File: src/rtl/hex_decoder_pkg.sv
// Shared constants for the single-digit seven-segment driver.
// Holds the mode encoding, the "display dark" values and the glyph table.
package hex_decoder_pkg;

    typedef enum logic [1:0] {
        MODE_A   = 2'd0,
        MODE_B   = 2'd1,
        MODE_SUM = 2'd2,
        MODE_XOR = 2'd3
    } mode_e;

    localparam logic [6:0] SEG_OFF = 7'h7F;
    localparam logic [7:0] AN_OFF  = 8'hFF;

    // Active-low glyphs ordered {g,f,e,d,c,b,a}; entry n is at slice [n].
    // b and d are the lowercase glyphs so they differ from 8 and 0.
    localparam logic [15:0][6:0] SEG_TABLE = {
        7'h0E, 7'h06, 7'h21, 7'h46,   // F E d C
        7'h03, 7'h08, 7'h10, 7'h00,   // b A 9 8
        7'h78, 7'h02, 7'h12, 7'h19,   // 7 6 5 4
        7'h30, 7'h24, 7'h79, 7'h40    // 3 2 1 0
    };

endpackage

File: src/rtl/hex_decoder_if.sv
// Switch/display bundle between the board pins and hex_decoder.
// master drives the switches and watches the display; slave is the decoder.
interface hex_decoder_if;

    logic [9:0] sw;
    logic [6:0] hex;
    logic [7:0] AN;

    modport master (output sw, input hex, input AN);
    modport slave  (input sw, output hex, output AN);

endinterface

File: src/rtl/hex_decoder_seg7_rom.sv
// Combinational nibble-to-segment lookup (active-low, {g,f,e,d,c,b,a}).
module seg7_rom
    import hex_decoder_pkg::*;
(
    input  logic [3:0] value,
    output logic [6:0] seg
);

    // Straight table lookup; every nibble has a defined glyph.
    always_comb begin
        seg = SEG_TABLE[value];
    end

endmodule

File: src/rtl/hex_decoder.sv
// Single-digit seven-segment driver: selects A, B, A+B or A^B from the
// switches, encodes the nibble and lights the digit matching the mode.
// Optional build macro: HEX_DECODER_ZERO_BLANK_EN blanks the digit when the
// selected value is zero (the anode is still driven).
module hex_decoder
    import hex_decoder_pkg::*;
(
    input  logic            clk,
    input  logic            rst,
    hex_decoder_if.slave    bus
);

    logic [3:0] op_a;
    logic [3:0] op_b;
    mode_e      mode;
    logic [3:0] value;
    logic [6:0] seg_raw;
    logic [6:0] seg_next;
    logic [7:0] an_next;
    logic [6:0] hex_p1;
    logic [7:0] an_p1;

    assign op_a = bus.sw[3:0];
    assign op_b = bus.sw[7:4];
    assign mode = mode_e'(bus.sw[9:8]);

    // Mode mux; the sum is 4 bits wide so the carry falls off naturally.
    always_comb begin
        value = op_a;
        case (mode)
            MODE_A:   value = op_a;
            MODE_B:   value = op_b;
            MODE_SUM: value = op_a + op_b;
            MODE_XOR: value = op_a ^ op_b;
            default:  value = op_a;
        endcase
    end

    seg7_rom u_rom (
        .value (value),
        .seg   (seg_raw)
    );

    // Optional zero blanking and the one-cold anode decode.
    always_comb begin
`ifdef HEX_DECODER_ZERO_BLANK_EN
        seg_next = (value == 4'd0) ? SEG_OFF : seg_raw;
`else
        seg_next = seg_raw;
`endif
        an_next = ~(8'b1 << bus.sw[9:8]);
    end

    // ---- stage p1: output registers, forced dark while in reset ----
    always_ff @(posedge clk) begin
        if (rst) begin
            hex_p1 <= SEG_OFF;
            an_p1  <= AN_OFF;
        end else begin
            hex_p1 <= seg_next;
            an_p1  <= an_next;
        end
    end

    assign bus.hex = hex_p1;
    assign bus.AN  = an_p1;

endmodule

File: src/flat_wrapper.sv
// flat-port wrapper written by rule: the top's interface ports become plain ports
module hex_decoder_flat import hex_decoder_pkg::*;
  (clk, rst, bus_sw, bus_hex, bus_AN);
  hex_decoder_if bus_i ();
  input  logic clk;
  input  logic rst;
  input wire logic [$bits(bus_i.sw)-1:0] bus_sw;
  output wire logic [$bits(bus_i.hex)-1:0] bus_hex;
  output wire logic [$bits(bus_i.AN)-1:0] bus_AN;
  assign bus_i.sw = bus_sw;
  assign bus_hex = bus_i.hex;
  assign bus_AN = bus_i.AN;
  hex_decoder u_core (.clk(clk), .rst(rst), .bus(bus_i));
endmodule
File: config.mk
export PLATFORM = sky130hd
export DESIGN_NAME = hex_decoder_flat
export DESIGN_NICKNAME = d
export VERILOG_FILES = /design/src/rtl/hex_decoder_pkg.sv /design/src/rtl/hex_decoder_if.sv /design/src/rtl/hex_decoder_seg7_rom.sv /design/src/rtl/hex_decoder.sv /design/src/flat_wrapper.sv
export SDC_FILE = /design/constraint.sdc
export NUM_CORES = 1
export LEC_CHECK = 0
export BUFFER_PORTS_ARGS = -buffer_cell sky130_fd_sc_hd__buf_4
export CAP_MARGIN = 20
export CORE_ASPECT_RATIO = 0.9
export CORE_MARGIN = 1.5
export CORE_UTILIZATION = 46
export CTS_CLUSTER_DIAMETER = 150
export DETAILED_ROUTE_END_ITERATION = 10
export PLACE_DENSITY = 0.81
export SYNTH_ARGS = -nofsm -noshare
export SYNTH_HDL_FRONTEND = slang
export SYNTH_SLANG_ARGS = --single-unit
File: constraint.sdc
create_clock -name clk -period 2.7 [get_ports clk]
set_input_delay 0.27 -clock clk [delete_from_list [all_inputs] [get_ports clk]]
set_output_delay 0.27 -clock clk [all_outputs]
set_load 0.03 [all_outputs]
==> results.toml <==
[outcome]
status = "completed"

[timing]
setup_tns_ns = 0
hold_violations = 0
rsz0062_at_grt = "false"
fmax_mhz = 425
finalMaxSlewViolations = 0
fin_crit_ns = 2.35
layout_worst_path_cycle_share = 0.871
setup_ws_ns = 0.348
setup_violations = 0

[drt]
top_layer = "met4"
drt_iter0_markers = 6
wl_mm = 1.39
m1WireLength_um = 642
wl_met2_um = 660
vias = 681
drc = 0
dr.pass1.iters = 4
dr_wl_met3_um = 63
viasPerCell = 5.28
wl_per_cell_um = 10.8
ant_nets = 0

[floorplanning]
die_height_um = 43.2
design.core.area_um2 = 1680
start_util = 0.491
io_pins = 27
dieArea_um2 = 2060
num_rows = 14
dieWidth_um = 47.7

[placement]
dp_hpwl_mm = 1.12
gp_congestion = 0.725
dp_slack_ns = 0.0896
portBuffers = 22

[pwr]
power_leakage_nw = 0.448
cellPowerDensity_nw_per_um2 = 502
power.total_mw = 0.491
ir_drop_mv = 0.244

[setup_path]
start_kind = "primary input"
critPathCaptureType = "register"
critPathRequiredTime_ns = 2.87
crit_fanout = 5
arrival_ns = 2.52
path_class = "primary input to register"

[cells_and_area]
seq_area_um2 = 220
final_nets = 127
num_antenna_cells = 0
multi_input_area_um2 = 526
final_common_cell = "buf_4"
num-fill-cells = 169
area_delta_synth_final_pct = 18.5
postLayoutCoreUtil = 0.582
mostFrequentLayoutCells = "22 x buf_4, 11 x dfxtp_1, 9 x nand2_1, 8 x ha_1"
drive_gt1_frac = 0.305

[job]
drv_cap = 0

[synthesis]
synth_area_um2 = 826
synth_cells = 85
netlist.area_leader.share = 0.267
yosysWarnings = 0
synthTopCellsByArea = "dfxtp_1 27%, ha_1 12%, buf_6 5.5%, nand2_1 4.1%, mux2i_1 3.6%"
synth_area_per_cell_um2 = 9.72
ys_types = 37
synth_seq_cells = 11
netlist.top_cell.by_area = "dfxtp_1"
ys_seq_area_frac = 0.267

[global_route]
antenna_found_initial = 0
grt_max_degree = 16
grt_pass1_vias = 573
grt_util_all_layers = 0.151
grt_pass1_wl_mm = 2.23
overflow = 0

[cts]
cts.htree.levels = 1
root_buffer = "clkbuf_4"
clkSinkCount = 11
cts_made_buffers = 3
ctsResizeCount = 0
cts_tree = "built"
hold_buffers = 0
post_cts_buffers = 0
cts_buffer_depth = 2
path_clk_slew_ns = 0.06

[hold_path]
hold_class = "primary input to register"
state kept, by name, indices dropped and copies added, names as in the netlist:
name / flops
u_core.bus.hex: 7
u_core.bus.AN: 4
path summary, 6_finish.rpt:
kind      start                           end  slack (ns)  cells after the start
min   bus_sw[8]   u_core.bus.AN[1]$_SDFF_PP1_        0.26                      2
max   bus_sw[0]  u_core.bus.hex[0]$_SDFF_PP1_        0.35                      9
stage by stage:
step | std cells | hold slack [ns] | cell area [µm²]
after floorplan | 88 | 0.380 | 837
final | 129 | 0.259 | 978
after CTS | 129 | 0.260 | 978
after detailed placement | 125 | 0.523 | 952
after global routing | 129 | 0.268 | 978
after global placement | 125 | 0.517 | 952
final cells by class:
class	count	area share
multi-input combinational	65	0.537
inverter	3	0.0115
tap	24	0.0307
sequential	11	0.225
clock buffer	4	0.0269
timing repair buffer	22	0.169
cell families (layout without fill, tap and decap cells):
family / after synthesis / in the layout / synth area share
AOI/OAI and AO/OA: 16 / 16 / 0.168
adders and majority gates: 9 / 9 / 0.145
buffers and inverters: 12 / 29 / 0.111
DFF: 11 / 11 / 0.267
muxes: 5 / 5 / 0.0818
other: 1 / 4 / 0.00454
and+or+nand+nor: 31 / 31 / 0.223
synthesized netlist by cell type:
cell type / instances
inv_1: 3
o221ai_1: 1
buf_4: 4
or3_2: 1
a21o_1: 1
mux2i_1: 3
nand2b_1: 3
nor4_1: 2
fa_1: 1
and3_2: 1
mux2_2: 1
a221o_1: 2
nand3b_1: 3
o31ai_1: 1
a21oi_1: 1
or3b_2: 1
buf_2: 1
or2b_1: 1
buf_6: 4
nand2_1: 9
nor2_1: 4
nor4b_1: 2
o211ai_1: 1
o221ai_4: 1
mux4_1: 1
a211oi_1: 2
and2b_2: 2
dfxtp_1: 11
conb_1: 1
ha_1: 8
nand4b_1: 1
a2111oi_0: 1
a31oi_1: 1
a211o_1: 1
or3_1: 1
o21a_1: 1
o21ai_0: 2
per-layer routing:
layer / track usage / vias up
met2: 0.246 / 20
li1: - / 345
met3: 0.0383 / 4
met1: 0.181 / 312
met4: 0.0649 / 0
met5: 0 / -
report_power, final:
group          internal, mW  switching (mW)
combinational        0.0824           0.119
clock                0.0570          0.0477
sequential            0.181         0.00402
critical path, cell delays in order:
cell and delay [ns]:
buf_4 0.11, ha_1 0.21, fa_1 0.43, mux4_1 0.59, inv_1 0.16, ha_1 0.26, nor2_1 0.07, and3_2 0.20
nor4_1 0.20
No activity file was read; power rests on OpenSTA's default activity.
